**config.mk**
```make
export PLATFORM = sky130hd
export DESIGN_NAME = mike_cache_control_flat
export DESIGN_NICKNAME = d
export VERILOG_FILES = /design/src/rtl/mike_cache_control_if.sv /design/src/rtl/mike_cache_control.sv /design/src/flat_wrapper.sv
export SDC_FILE = /design/constraint.sdc
export NUM_CORES = 1
export LEC_CHECK = 0
export CORE_ASPECT_RATIO = 0.8
export CORE_UTILIZATION = 42
export DETAILED_ROUTE_END_ITERATION = 16
export PLACE_DENSITY = 0.81
export SKIP_LAST_GASP = 1
export SYNTH_ARGS = -nofsm -noshare
export SYNTH_HDL_FRONTEND = slang
export SYNTH_SLANG_ARGS = --single-unit
```
**constraint.sdc**
```tcl
create_clock -name clk -period 1.8 [get_ports clk]
set_input_delay 0.18 -clock clk [delete_from_list [all_inputs] [get_ports clk]]
set_output_delay 0.18 -clock clk [all_outputs]
set_load 0.02 [all_outputs]
```
**src/rtl/mike_cache_control_if.sv**
```systemverilog
// mike_cache_control_if: datapath select types and the controller's CPU / pmem / array bus
// master: CPU + datapath side (drives requests, tag status, pmem_resp)
// slave : controller side (drives mem_resp, pmem requests, array strobes, selects, counters)
package mike_cache_types;
    typedef enum logic [1:0] {zero_enable, byte_enable, f_enable} bytemux_sel_t;
    typedef enum logic [1:0] {cpu, cache_way0, cache_way1} addrmux_sel_t;
    typedef enum logic {cpu_data, pmem_data} datainmux_sel_t;
    typedef enum logic {dataout_way0, dataout_way1} dataoutmux_sel_t;
endpackage

interface mike_cache_control_if #(parameter int CNT_W = 16);
    import mike_cache_types::*;
    logic mem_read, mem_write, mem_resp;
    logic pmem_read, pmem_write, pmem_resp;
    logic hit_0, hit_1, hit, dirty_set, lru_out;
    logic load_tag_0, load_tag_1, load_valid_0, load_valid_1, load_dirty_0, load_dirty_1, lru_load;
    logic valid_way0_in, valid_way1_in, dirty_way0_in, dirty_way1_in, lru_in;
    datainmux_sel_t datainmux_way0_sel, datainmux_way1_sel;
    dataoutmux_sel_t dataoutmux_sel;
    bytemux_sel_t bytemux_way0_sel, bytemux_way1_sel;
    addrmux_sel_t addressmuxout_sel;
    logic [CNT_W-1:0] hit_count, miss_count;
    modport master (
        output mem_read, mem_write, pmem_resp, hit_0, hit_1, hit, dirty_set, lru_out,
        input mem_resp, pmem_read, pmem_write,
        input load_tag_0, load_tag_1, load_valid_0, load_valid_1, load_dirty_0, load_dirty_1, lru_load,
        input valid_way0_in, valid_way1_in, dirty_way0_in, dirty_way1_in, lru_in,
        input datainmux_way0_sel, datainmux_way1_sel, dataoutmux_sel,
        input bytemux_way0_sel, bytemux_way1_sel, addressmuxout_sel, hit_count, miss_count
    );
    modport slave (
        input mem_read, mem_write, pmem_resp, hit_0, hit_1, hit, dirty_set, lru_out,
        output mem_resp, pmem_read, pmem_write,
        output load_tag_0, load_tag_1, load_valid_0, load_valid_1, load_dirty_0, load_dirty_1, lru_load,
        output valid_way0_in, valid_way1_in, dirty_way0_in, dirty_way1_in, lru_in,
        output datainmux_way0_sel, datainmux_way1_sel, dataoutmux_sel,
        output bytemux_way0_sel, bytemux_way1_sel, addressmuxout_sel, hit_count, miss_count
    );
endinterface

```
**src/rtl/mike_cache_control.sv**
```systemverilog
// mike_cache_control: two-way cache controller FSM (IDLE/CHECK/WRITEBACK/FILL) with hit/miss counters
// clk, rst : clock and synchronous active-high reset
// bus      : slave side of mike_cache_control_if (CPU handshake, pmem handshake, array strobes, selects, counters)
module mike_cache_control
    import mike_cache_types::*;
#(
    parameter int CNT_W = 16
) (
    input  logic clk,
    input  logic rst,
    mike_cache_control_if.slave bus
);
    typedef enum logic [1:0] {IDLE, CHECK, WRITEBACK, FILL} state_t;
    state_t state;
    logic refill;
    logic [CNT_W-1:0] hit_cnt, miss_cnt;
    logic way1, chk_hit, wr_hit, wb, wb_done, fl, fl_done;
    // way0 wins when both ways report a match
    assign way1    = bus.hit_1 & ~bus.hit_0;
    // every output decode is masked by rst so nothing fires while reset is held
    assign chk_hit = ~rst & (state == CHECK) & bus.hit;
    assign wr_hit  = chk_hit & bus.mem_write;
    assign wb      = ~rst & (state == WRITEBACK);
    assign wb_done = wb & bus.pmem_resp;
    assign fl      = ~rst & (state == FILL);
    assign fl_done = fl & bus.pmem_resp;
    always_ff @(posedge clk) begin
        if (rst) begin
            state    <= IDLE;
            refill   <= 1'b0;
            hit_cnt  <= '0;
            miss_cnt <= '0;
        end else begin
            case (state)
                IDLE: state <= (bus.mem_read | bus.mem_write) ? CHECK : IDLE;
                CHECK: begin
                    // the re-check after a fill belongs to an already counted miss
                    if (!refill && bus.hit && hit_cnt != '1) hit_cnt <= hit_cnt + CNT_W'(1);
                    if (!refill && !bus.hit && miss_cnt != '1) miss_cnt <= miss_cnt + CNT_W'(1);
                    refill <= 1'b0;
                    state  <= bus.hit ? IDLE : bus.dirty_set ? WRITEBACK : FILL;
                end
                WRITEBACK: state <= bus.pmem_resp ? FILL : WRITEBACK;
                FILL: begin
                    refill <= bus.pmem_resp;
                    state  <= bus.pmem_resp ? CHECK : FILL;
                end
                default: state <= IDLE;
            endcase
        end
    end
    assign bus.mem_resp      = chk_hit;
    assign bus.pmem_write    = wb;
    assign bus.pmem_read     = fl;
    assign bus.load_tag_0    = fl_done & ~bus.lru_out;
    assign bus.load_tag_1    = fl_done & bus.lru_out;
    assign bus.load_valid_0  = fl_done & ~bus.lru_out;
    assign bus.load_valid_1  = fl_done & bus.lru_out;
    assign bus.valid_way0_in = fl_done & ~bus.lru_out;
    assign bus.valid_way1_in = fl_done & bus.lru_out;
    // victim dirty bit is cleared both after writeback and after fill
    assign bus.load_dirty_0  = (wr_hit & ~way1) | ((wb_done | fl_done) & ~bus.lru_out);
    assign bus.load_dirty_1  = (wr_hit & way1) | ((wb_done | fl_done) & bus.lru_out);
    assign bus.dirty_way0_in = wr_hit & ~way1;
    assign bus.dirty_way1_in = wr_hit & way1;
    assign bus.lru_load      = chk_hit;
    assign bus.lru_in        = chk_hit & ~way1;
    assign bus.bytemux_way0_sel   = (wr_hit & ~way1) ? byte_enable : (fl_done & ~bus.lru_out) ? f_enable : zero_enable;
    assign bus.bytemux_way1_sel   = (wr_hit & way1) ? byte_enable : (fl_done & bus.lru_out) ? f_enable : zero_enable;
    assign bus.datainmux_way0_sel = (fl_done & ~bus.lru_out) ? pmem_data : cpu_data;
    assign bus.datainmux_way1_sel = (fl_done & bus.lru_out) ? pmem_data : cpu_data;
    assign bus.dataoutmux_sel     = wb ? (bus.lru_out ? dataout_way1 : dataout_way0) :
                                    (chk_hit & way1) ? dataout_way1 : dataout_way0;
    assign bus.addressmuxout_sel  = wb ? (bus.lru_out ? cache_way1 : cache_way0) : cpu;
    assign bus.hit_count  = rst ? '0 : hit_cnt;
    assign bus.miss_count = rst ? '0 : miss_cnt;
endmodule

```
**src/flat_wrapper.sv**
```systemverilog
// flat-port wrapper written by rule: the top's interface ports become plain ports
module mike_cache_control_flat import mike_cache_types::*;
#(
    parameter int CNT_W = 16
)
  (clk, rst, bus_mem_read, bus_mem_write, bus_pmem_resp, bus_hit_0, bus_hit_1, bus_hit, bus_dirty_set, bus_lru_out, bus_mem_resp, bus_pmem_read, bus_pmem_write, bus_load_tag_0, bus_load_tag_1, bus_load_valid_0, bus_load_valid_1, bus_load_dirty_0, bus_load_dirty_1, bus_lru_load, bus_valid_way0_in, bus_valid_way1_in, bus_dirty_way0_in, bus_dirty_way1_in, bus_lru_in, bus_datainmux_way0_sel, bus_datainmux_way1_sel, bus_dataoutmux_sel, bus_bytemux_way0_sel, bus_bytemux_way1_sel, bus_addressmuxout_sel, bus_hit_count, bus_miss_count);
  mike_cache_control_if #(.CNT_W(CNT_W)) bus_i ();
  input  logic clk;
  input  logic rst;
  input wire logic [$bits(bus_i.mem_read)-1:0] bus_mem_read;
  input wire logic [$bits(bus_i.mem_write)-1:0] bus_mem_write;
  input wire logic [$bits(bus_i.pmem_resp)-1:0] bus_pmem_resp;
  input wire logic [$bits(bus_i.hit_0)-1:0] bus_hit_0;
  input wire logic [$bits(bus_i.hit_1)-1:0] bus_hit_1;
  input wire logic [$bits(bus_i.hit)-1:0] bus_hit;
  input wire logic [$bits(bus_i.dirty_set)-1:0] bus_dirty_set;
  input wire logic [$bits(bus_i.lru_out)-1:0] bus_lru_out;
  output wire logic [$bits(bus_i.mem_resp)-1:0] bus_mem_resp;
  output wire logic [$bits(bus_i.pmem_read)-1:0] bus_pmem_read;
  output wire logic [$bits(bus_i.pmem_write)-1:0] bus_pmem_write;
  output wire logic [$bits(bus_i.load_tag_0)-1:0] bus_load_tag_0;
  output wire logic [$bits(bus_i.load_tag_1)-1:0] bus_load_tag_1;
  output wire logic [$bits(bus_i.load_valid_0)-1:0] bus_load_valid_0;
  output wire logic [$bits(bus_i.load_valid_1)-1:0] bus_load_valid_1;
  output wire logic [$bits(bus_i.load_dirty_0)-1:0] bus_load_dirty_0;
  output wire logic [$bits(bus_i.load_dirty_1)-1:0] bus_load_dirty_1;
  output wire logic [$bits(bus_i.lru_load)-1:0] bus_lru_load;
  output wire logic [$bits(bus_i.valid_way0_in)-1:0] bus_valid_way0_in;
  output wire logic [$bits(bus_i.valid_way1_in)-1:0] bus_valid_way1_in;
  output wire logic [$bits(bus_i.dirty_way0_in)-1:0] bus_dirty_way0_in;
  output wire logic [$bits(bus_i.dirty_way1_in)-1:0] bus_dirty_way1_in;
  output wire logic [$bits(bus_i.lru_in)-1:0] bus_lru_in;
  output wire logic [$bits(bus_i.datainmux_way0_sel)-1:0] bus_datainmux_way0_sel;
  output wire logic [$bits(bus_i.datainmux_way1_sel)-1:0] bus_datainmux_way1_sel;
  output wire logic [$bits(bus_i.dataoutmux_sel)-1:0] bus_dataoutmux_sel;
  output wire logic [$bits(bus_i.bytemux_way0_sel)-1:0] bus_bytemux_way0_sel;
  output wire logic [$bits(bus_i.bytemux_way1_sel)-1:0] bus_bytemux_way1_sel;
  output wire logic [$bits(bus_i.addressmuxout_sel)-1:0] bus_addressmuxout_sel;
  output wire logic [$bits(bus_i.hit_count)-1:0] bus_hit_count;
  output wire logic [$bits(bus_i.miss_count)-1:0] bus_miss_count;
  assign bus_i.mem_read = bus_mem_read;
  assign bus_i.mem_write = bus_mem_write;
  assign bus_i.pmem_resp = bus_pmem_resp;
  assign bus_i.hit_0 = bus_hit_0;
  assign bus_i.hit_1 = bus_hit_1;
  assign bus_i.hit = bus_hit;
  assign bus_i.dirty_set = bus_dirty_set;
  assign bus_i.lru_out = bus_lru_out;
  assign bus_mem_resp = bus_i.mem_resp;
  assign bus_pmem_read = bus_i.pmem_read;
  assign bus_pmem_write = bus_i.pmem_write;
  assign bus_load_tag_0 = bus_i.load_tag_0;
  assign bus_load_tag_1 = bus_i.load_tag_1;
  assign bus_load_valid_0 = bus_i.load_valid_0;
  assign bus_load_valid_1 = bus_i.load_valid_1;
  assign bus_load_dirty_0 = bus_i.load_dirty_0;
  assign bus_load_dirty_1 = bus_i.load_dirty_1;
  assign bus_lru_load = bus_i.lru_load;
  assign bus_valid_way0_in = bus_i.valid_way0_in;
  assign bus_valid_way1_in = bus_i.valid_way1_in;
  assign bus_dirty_way0_in = bus_i.dirty_way0_in;
  assign bus_dirty_way1_in = bus_i.dirty_way1_in;
  assign bus_lru_in = bus_i.lru_in;
  assign bus_datainmux_way0_sel = bus_i.datainmux_way0_sel;
  assign bus_datainmux_way1_sel = bus_i.datainmux_way1_sel;
  assign bus_dataoutmux_sel = bus_i.dataoutmux_sel;
  assign bus_bytemux_way0_sel = bus_i.bytemux_way0_sel;
  assign bus_bytemux_way1_sel = bus_i.bytemux_way1_sel;
  assign bus_addressmuxout_sel = bus_i.addressmuxout_sel;
  assign bus_hit_count = bus_i.hit_count;
  assign bus_miss_count = bus_i.miss_count;
  mike_cache_control #(.CNT_W(CNT_W)) u_core (.clk(clk), .rst(rst), .bus(bus_i));
endmodule
```
Yosys cells after proc, flatten, opt, wreduce, memory -nomap -nowiden
Index checks and enable logic that the tools add are counted.
{"block": "op_classes", "mux": 20, "addsub": 2, "n_bitwise": 24, "n_reduce_logical": 10, "eq_ne": 5}
{"cell": "$add A16 B1 Y16 const B", "count": 2}
{"cell": "$mux W16", "count": 2}
{"cell": "$ne A16 B16 Y1 const B", "count": 2}
{"cell": "$and A1 B1 Y1", "count": 16}
{"cell": "$mux W2", "count": 8}
{"cell": "$mux W1", "count": 8}
{"cell": "$pmux W2 S4", "count": 1}
{"cell": "$eq A2 B2 Y1 const B", "count": 2}
{"cell": "$logic_and A1 B1 Y1", "count": 4}
{"cell": "$not A1 Y1", "count": 4}
{"cell": "$or A1 B1 Y1", "count": 4}
{"cell": "$reduce_and A2 Y1", "count": 2}
{"cell": "$eq A2 B1 Y1 const B", "count": 1}
{"cell": "$logic_not A1 Y1", "count": 2}
{"cell": "$logic_not A2 Y1", "count": 1}
{"cell": "$pmux W1 S2", "count": 1}
{"cell": "$reduce_bool A2 Y1", "count": 1}
{"block": "totals", "out_inout_bits": 56, "word_cells": 65, "register_bits": 35, "inputBits": 10}

Longest topological paths before layout
Gate-level depths: netlist of the first run.
{"block": "logic_depth", "word_depth": 6, "ltp_mapped": 6, "ltp_nobuf": 5}

Least setup slack after synthesis of the first run
Ideal clock, no wire load.
{"block": "synth_timing", "path_kind": "flip-flop to output port", "startpoint": "register u_core.state[1]", "endpoint": "output bus_bytemux_way0_sel[0]", "stages_incl_launch_ff": 6, "t_required_ns": 1.620, "path_buffers": 1, "t_arrival_ns": 2.004, "slack_ns": -0.384, "cell_sequence": "dfxtp_1 > nand2b_1 > nor3b_1 > nand2_1 > nor2_1 > buf_4"}
{"block": "synth_between", "elab_chain_cells": 6}
{"item": "from (decl)", "line": "mike_cache_control.sv:14", "source": "state_t state;"}
{"item": "from (signal assigned)", "line": "mike_cache_control.sv:35", "source": "IDLE: state <= (bus.mem_read | bus.mem_write) ? CHECK : IDLE;"}
{"item": "from (signal assigned)", "line": "mike_cache_control.sv:41", "source": "state <= bus.hit ? IDLE : bus.dirty_set ? WRITEBACK : FILL;"}
{"item": "from (signal assigned)", "line": "mike_cache_control.sv:43", "source": "WRITEBACK: state <= bus.pmem_resp ? FILL : WRITEBACK;"}
{"item": "$eq A2 B1 Y1", "line": "mike_cache_control.sv:21", "source": "assign chk_hit = ~rst & (state == CHECK) & bus.hit;"}
{"item": "$and A1 B1 Y1 (2 in a row)", "line": "mike_cache_control.sv:21"}
{"item": "net bus_lru_load", "line": "flat_wrapper.sv:27", "source": "output wire logic [$bits(bus_i.lru_load)-1:0] bus_lru_load;"}
{"item": "$and A1 B1 Y1", "line": "mike_cache_control.sv:22", "source": "assign wr_hit = chk_hit & bus.mem_write;"}
{"item": "$and A1 B1 Y1"}
{"item": "net bus_dirty_way0_in", "line": "flat_wrapper.sv:30", "source": "output wire logic [$bits(bus_i.dirty_way0_in)-1:0] bus_dirty_way0_in;"}
{"item": "$mux W2", "line": "mike_cache_control.sv:68", "source": "assign bus.bytemux_way0_sel = (wr_hit & ~way1) ? byte_enable : (fl_done & ~bus.lru_out) ? f_enable : zero_enab ..."}
{"item": "to (decl)", "line": "flat_wrapper.sv:36", "source": "output wire logic [$bits(bus_i.bytemux_way0_sel)-1:0] bus_bytemux_way0_sel;"}
The timed path passes the listed nets, and every way through them passes these cells.

Worst setup path in the final report of the first run
{"block": "layout_timing", "startpoint": "register u_core.state[1]", "endpoint": "register u_core.hit_cnt[11]"}
{"block": "layout_between", "elab_chain_cells": 2}
{"item": "$eq A2 B1 Y1", "line": "mike_cache_control.sv:34", "source": "case (state)"}
{"item": "$reduce_and A2 Y1 (no source line)"}
{"item": "to (signal assigned)", "line": "mike_cache_control.sv:38", "source": "if (!refill && bus.hit && hit_cnt != '1) hit_cnt <= hit_cnt + CNT_W'(1);"}
{"item": "to (decl)", "line": "mike_cache_control.sv:16", "source": "logic [CNT_W-1:0] hit_cnt, miss_cnt;"}
Every way passes these cells.
A chain may end at the register's enable or synchronous reset.

==> results of run 1 <==
per-stage QoR:
step / instances / instance area, um2 / setup TNS [ns]
2_1_floorplan: 269 / 2170 / -0.0462
3_3_place_gp: 408 / 3060 / -8.74
3_5_place_dp: 408 / 3060 / -9.12
4_1_cts: 416 / 3190 / -0.0708
5_1_grt: 419 / 3260 / -0.519
6_report: 419 / 3260 / -0.0878
layout by cell type (no fill, tap or decap), types with 6 or more instances in the layout:
master,netlist,layout
nand2_1,14,14
dlygate4sd2_1,0,6
dfxtp_1,35,32
buf_4,10,36
nor2b_1,34,33
clkdlybuf4s50_1,0,38
nand3_1,8,7
clkbuf_8,0,6
nor3_1,8,6
nand4_1,11,11
clkbuf_2,0,13
nor2_1,33,31
mux2_2,16,14
a21oi_1,14,14
o21ai_0,9,9
sequential cells by signal (all words and copies together), names as in the netlist:
name,cells
u_core.state,2
u_core.miss_cnt,16
u_core.hit_cnt,16
u_core.refill,1
kinds of logic after synthesis:
| family | synth area share, % |
|---|---|
| AO/OA/AOI/OAI | 10.7 |
| XOR/XNOR | 0.406 |
| adder cells (fa/ha/maj) | 1.16 |
| buffers and inverters | 6.38 |
| flip-flops | 32.5 |
| multiplexers | 8.35 |
| AND/OR/NAND/NOR | 40.6 |
synthesized netlist by cell type (all sizes together), types with 2 or more instances:
| cell type | n | area share [%] |
|---|---|---|
| nand2 | 14 | 2.4 |
| a21oi | 14 | 3.2 |
| clkbuf | 6 | 1.0 |
| mux2 | 16 | 8.3 |
| nand3 | 8 | 1.9 |
| inv | 5 | 0.87 |
| nor3 | 9 | 2.3 |
| and2 | 2 | 0.58 |
| dfxtp | 35 | 32 |
| o21ai | 9 | 2.1 |
| nor4b | 3 | 1.5 |
| and4 | 2 | 0.81 |
| nand2b | 2 | 0.58 |
| ha | 2 | 1.2 |
| buf | 15 | 4.5 |
| or3 | 6 | 1.7 |
| nor4 | 9 | 3.2 |
| and3 | 6 | 1.7 |
| nand4 | 11 | 3.2 |
| or4 | 4 | 1.6 |
| nor2b | 34 | 9.9 |
| o31ai | 5 | 1.7 |
| o41ai | 2 | 0.81 |
| nor2 | 33 | 5.7 |
| or2 | 3 | 0.87 |
| nor3b | 2 | 0.70 |
timing repair:
item / CTS / global route
hold endpoints to repair: 0 / 0
buffers inserted: 1 / 3
hold buffers: 0 / 0
pin swaps: 1 / 6
setup endpoints to repair: 36 / 37
resized for setup: 49 / 46
cell type report:
cell class | count | area [um2]
multi-input combinational | 208 | 1480
clock inverter | 1 | 5.00
fill | 370 | 1510
inverter | 5 | 18.8
tap | 60 | 75.1
sequential | 35 | 709
timing repair buffer | 104 | 888
clock buffer | 6 | 82.6
per-layer routing:
layer  track usage, %  routed length (um)  up-vias  share of wire [%]
met2             34.2                2640       78                 47
met3             5.10                 440       10                7.9
met1             25.3                2450     1068                 44
met5                0                   0        -                  0
met4             6.36                  66        0                1.2
li1                 -                   -     1135                  -
worst max-delay path, cell delays in order, from the launching register on:
cell,delay [ns]
dfxtp_4,0.36
buf_6,0.13
nand4bb_4,0.22
or3_4,0.47
nor3b_4,0.24
mux2_4,0.31
path summary, 6_finish.rpt:
check                                startpoint  depth (start not counted)  slack, ns            endpoint
worst max-delay path            u_core.state[1]                          5      -0.03  u_core.hit_cnt[11]
worst min-delay path                        rst                          5       0.36     u_core.state[0]
worst max register to register  u_core.state[1]                          5      -0.03  u_core.hit_cnt[11]
worst min register to register    u_core.refill                          2       0.51       u_core.refill
power groups by stage:
stage                     clock, mW  sequential, mW  combinational, mW
after floorplan                   0           0.814              0.123
after global placement            0           0.817              0.237
after detailed placement          0           0.818              0.242
after CTS                     0.581           0.802              0.237
after global routing          0.623           0.806              0.280
final                         0.580           0.805              0.258
==> flow_summary_export.csv, run 1 <==
group,metric,value,unit
logic_synthesis,yosysWarnings,0,
power_and_ir_drop,p_clk_share,35.3,%
timing,fin_skew,0.00637,ns
placement,place_ws,-0.410,ns
timing,slew_viol_final,0,
grt,overflow,0,
logic_synthesis,synth.cell_area,0.00216,mm2
status,status,"finished, violations left",
timing,worst_slack,-0.0331,ns
logic_synthesis,synth_cell_types,45,
final_layout,nets,371,
setup_path,cp_max_fo,6,
power_and_ir_drop,power.leakage,1.24,nW
clocking,cts.sinks,35,
floorplanning,die_height,66.1,um
power_and_ir_drop,swShare,25.7,%
clocking,clk_latency,0.29,ns
final_layout,fin_util,68.4,%
timing,post-route-min-period,1.83,ns
final_layout,area_growth,50.8,%
setup_path,required,1.98,ns
logic_synthesis,ys_ff_latch,35,
logic_synthesis,yosysSeqAreaShare,32.5,%
floorplanning,core,0.00476,mm2
power_and_ir_drop,p_int,1.22,mW
route,drt_iter0_drc,103,
route,viasPerCell,5.47,
clocking,cts_buffers,5,
final_layout,drive_above_1_share,31.2,%
route,ant_nets,0,
timing,rsz0062_at_grt,"true",
power_and_ir_drop,finalPower,1.64,mW
floorplanning,start_util,45.3,%
placement,dpl.hpwl,3.85,mm
logic_synthesis,async_reset_ff_share,0,%
grt,grt_first_pass_wirelength,8.51,mm
power_and_ir_drop,p_seq_share,49.0,%
clocking,cts_tree,"yes",
clocking,clockBufferDepth,2,
logic_synthesis,synth_edf_count,0,
route,vias,2291,
timing,max_freq,546,MHz
timing,relSlewSlack,74.2,%
timing,hold_ws,0.355,ns
grt,track_usage,20.4,%
clocking,clkTransAtPathRegs,0.07,ns
setup_path,arrival,2.01,ns
status,violations,"setup timing",
timing,final_hold_viol_count,0,
logic_synthesis,synth.avg_cell_area,8.02,um2
power_and_ir_drop,p_switching,422,uW
logic_synthesis,syn-num-nets,281,
timing,tightest_slew,0.383,ns
setup_path,end_kind,"flip-flop",
clocking,htree_levels,2,
final_layout,antennaDiodeCount,0,
route,wire_per_inst,13.4,um
clocking,root_buffer,"clkbuf_8",
grt,grt_pass1_vias,2005,
timing,setup_viol,4,
timing,timing.final.crit_share,102,%
power_and_ir_drop,power_density,505,mW/mm2
route,wl,5.60,mm
route,drc,0,
floorplanning,die_x,82.1,um
grt,antenna_found_initial,0,
min_path,hold_path.class,"input port to flip-flop",
logic_synthesis,synthCells,269,
logic_synthesis,ys.flop_type,"dfxtp_1",
power_and_ir_drop,irDropWorstVdd,0.347,mV
power_and_ir_drop,p_comb_share,15.7,%
setup_path,startpoint_type,"flip-flop",
placement,gp_congestion,0.819,
grt,grt_max_degree,62,
placement,io_buffers,65,
route,dr.pass1.iters,4,
run,cap_violations,0,
floorplanning,dieArea,0.00543,mm2
floorplanning,row_count,22,
setup_path,crit_type,"flip-flop to flip-flop",
floorplanning,io_pins,66,
Power figures use the tool's default switching activity.
==> run 2, diff against run 1 <==
--- a/config.mk
+++ b/config.mk
@@ -13,3 +13,4 @@
 export SYNTH_ARGS = -nofsm -noshare
 export SYNTH_HDL_FRONTEND = slang
 export SYNTH_SLANG_ARGS = --single-unit
+export TNS_END_PERCENT = 20
==> run 2 against run 1 <==
The run still ends with setup timing left. Worst hold slack better by 0.018 ns. Clock skew shrank 0.00088 ns. Global-route usage is 0.83 points higher. Cell area fell by 0.88%. First-iteration DRC count rose by 29%. Die area is the same. Critical endpoint unchanged. Fmax down 3.6%. Combinational power is 10% lower. Highest routed layer unchanged. Clock power grew 10%. Power rose by 1.7%. Critical path depth unchanged.
==> flow_summary_export.csv, run 2 (synthesis gave the netlist of run 1 again) <==
group,metric,value,unit
timing,relSlewSlack,71.0,%
grt,antenna_found_initial,0,
placement,gp_congestion,0.842,
route,viasPerCell,5.47,
setup_path,cpLargestDelayFamily,"simple AND/OR/NAND/NOR gates",
setup_path,startpoint_type,"flip-flop",
run,cap_violations,0,
timing,post-route-min-period,1.90,ns
placement,place_inst,405,
floorplanning,row_count,22,
power_and_ir_drop,p_seq_share,48.0,%
floorplanning,io_pins,66,
timing,fin_skew,0.00549,ns
clocking,clk_latency,0.29,ns
floorplanning,dieArea,0.00543,mm2
grt,grt_use_met1,26.0,%
setup_path,cp_num_buf_inv,1,
status,violations,"setup timing",
clocking,root_buffer,"clkbuf_8",
final_layout,regArea,704,um2
grt,busiest_layer,"met2",
power_and_ir_drop,irDropWorstVdd,0.464,mV
setup_path,r2r_setup_slack,-0.10,ns
final_layout,reg_top3,"u_core.hit_cnt x16, u_core.miss_cnt x16, u_core.state x2",
grt,grt_first_pass_wirelength,8.76,mm
setup_path,end_kind,"flip-flop",
final_layout,fill_cells,401,
timing,worst_slack,-0.102,ns
route,wire_per_inst,13.6,um
clocking,cts.sinks,35,
power_and_ir_drop,swShare,25.2,%
power_and_ir_drop,p_int,1.25,mW
setup_path,slowest_stage,"or3_4",
floorplanning,die_x,82.1,um
timing,hold_ws,0.373,ns
power_and_ir_drop,p_switching,422,uW
power_and_ir_drop,power.leakage,1.27,nW
final_layout,layout_commonest_cell,"clkdlybuf4s50_1",
setup_path,reg2reg_depth,5,
route,ant_nets,0,
clocking,cts_hold_buffers,0,
final_layout,fin_cells,414,
min_path,whs_path_depth,3,
timing,setup_viol,8,
setup_path,worstPathCellList,"buf_4, nand4bb_1, or3_4, nor3b_1, mux2_2",
final_layout,antennaDiodeCount,0,
power_and_ir_drop,p_clk_share,38.2,%
route,drt_iter0_drc,133,
timing,timing.final.crit_share,106,%
placement,dpl.hpwl,4.23,mm
status,status,"finished, violations left",
route,dr.pass1.iters,4,
timing,tightest_slew,0.431,ns
timing,tns,-0.273,ns
placement,io_buffers,65,
route,drc,0,
clocking,cts_tree,"yes",
final_layout,area_growth,49.5,%
setup_path,slowest_delay,0.45,ns
grt,track_usage,21.2,%
power_and_ir_drop,power_density,518,mW/mm2
setup_path,required,1.98,ns
min_path,hold_path.class,"input port to flip-flop",
final_layout,multi_input_area,0.00144,mm2
grt,grt_pass1_vias,1999,
clocking,htree_levels,2,
clocking,clockBufferDepth,2,
timing,slew_viol_final,0,
timing,max_freq,526,MHz
timing,rsz0062_at_grt,"true",
placement,place_ws,-0.417,ns
setup_path,crit_type,"flip-flop to flip-flop",
final_layout,nets,365,
floorplanning,die_height,66.1,um
grt,overflow,0,
setup_path,r2r-end,"u_core.hit_cnt[11]",
min_path,hp-start,"rst",
grt,grt_util_met2,34.6,%
final_layout,layout_common_cells,"clkdlybuf4s50_1, nor2b_1, buf_4",
floorplanning,core,0.00476,mm2
clocking,clkTransAtPathRegs,0.07,ns
min_path,hold_end,"u_core.miss_cnt[7]",
clocking,cts_buffers,5,
setup_path,cp_max_fo,6,
route,wl,5.64,mm
final_layout,fin_util,67.8,%
setup_path,arrival,2.09,ns
timing,final_hold_viol_count,0,
grt,grt_max_degree,23,
route,vias,2265,
floorplanning,start_util,45.3,%
setup_path,r2r-start,"u_core.state[1]",
grt,grtUsageMet3,6.76,%
final_layout,drive_above_1_share,24.9,%
power_and_ir_drop,p_comb_share,13.8,%
[run 2: cell count changes in the layout (fill, tap and decap cells not counted), moves of 3 or more]
cell and delta:
buf_4 -3, clkbuf_2 -13, clkdlybuf4s15_1 -3, clkdlybuf4s15_2 +5, dlygate4sd2_1 +9, dlymetal6s2s_1 +3
nor4_4 +3
[run 2: repair_timing]
item / in CTS / in global routing
resized for setup: 35 / 23
buffers inserted: 0 / 1
setup endpoints to repair: 36 / 47
pin swaps: 0 / 6
[run 2: worst register-to-register path: cells and delay by family, from the launching register on]
kind,cells,cell delay (ns)
buffers and inverters,1,0.15
multiplexers,1,0.36
AND/OR/NAND/NOR,3,0.94
flip-flops,1,0.35
[run 2: layout make-up]
class | count | area share [%]
clock buffer | 8 | 3.10
inverter | 5 | 0.582
multi-input combinational | 208 | 44.5
sequential | 35 | 21.8
tap | 60 | 2.33
timing repair buffer | 98 | 27.6
[run 2: through the flow]
| step | power, mW | area, um2 |
|---|---|---|
| 5_1_grt | 1.75 | 3230 |
| 2_1_floorplan | 0.937 | 2170 |
| 4_1_cts | 1.67 | 3100 |
| 6_report | 1.67 | 3230 |
| 3_5_place_dp | 1.05 | 3010 |
| 3_3_place_gp | 1.04 | 3010 |
[run 2: layer usage]
| metal | routed length (um) | up-vias |
|---|---|---|
| li1 | - | 1129 |
| met1 | 2450 | 1042 |
| met2 | 2650 | 84 |
| met3 | 471 | 10 |
| met4 | 70 | 0 |
| met5 | 0 | - |
[run 2: how the worst max path moves through the flow]
stage                     from            endpoint  depth (start not counted)
5_1_grt        u_core.state[0]    bus_load_dirty_0                          5
2_1_floorplan  u_core.state[0]  u_core.miss_cnt[7]                          6
3_3_place_gp           bus_hit  u_core.miss_cnt[7]                          5
4_1_cts        u_core.state[1]        bus_mem_resp                          4
3_5_place_dp           bus_hit  u_core.miss_cnt[7]                          5
6_report       u_core.state[1]  u_core.hit_cnt[11]                          5
[run 2: power by group through the flow]
stage / combinational [mW] / sequential, mW / clock [mW]
floorplan: 0.123 / 0.814 / 0
global placement: 0.224 / 0.818 / 0
detailed placement: 0.230 / 0.818 / 0
CTS: 0.226 / 0.801 / 0.647
global route: 0.250 / 0.804 / 0.691
finish: 0.231 / 0.802 / 0.638
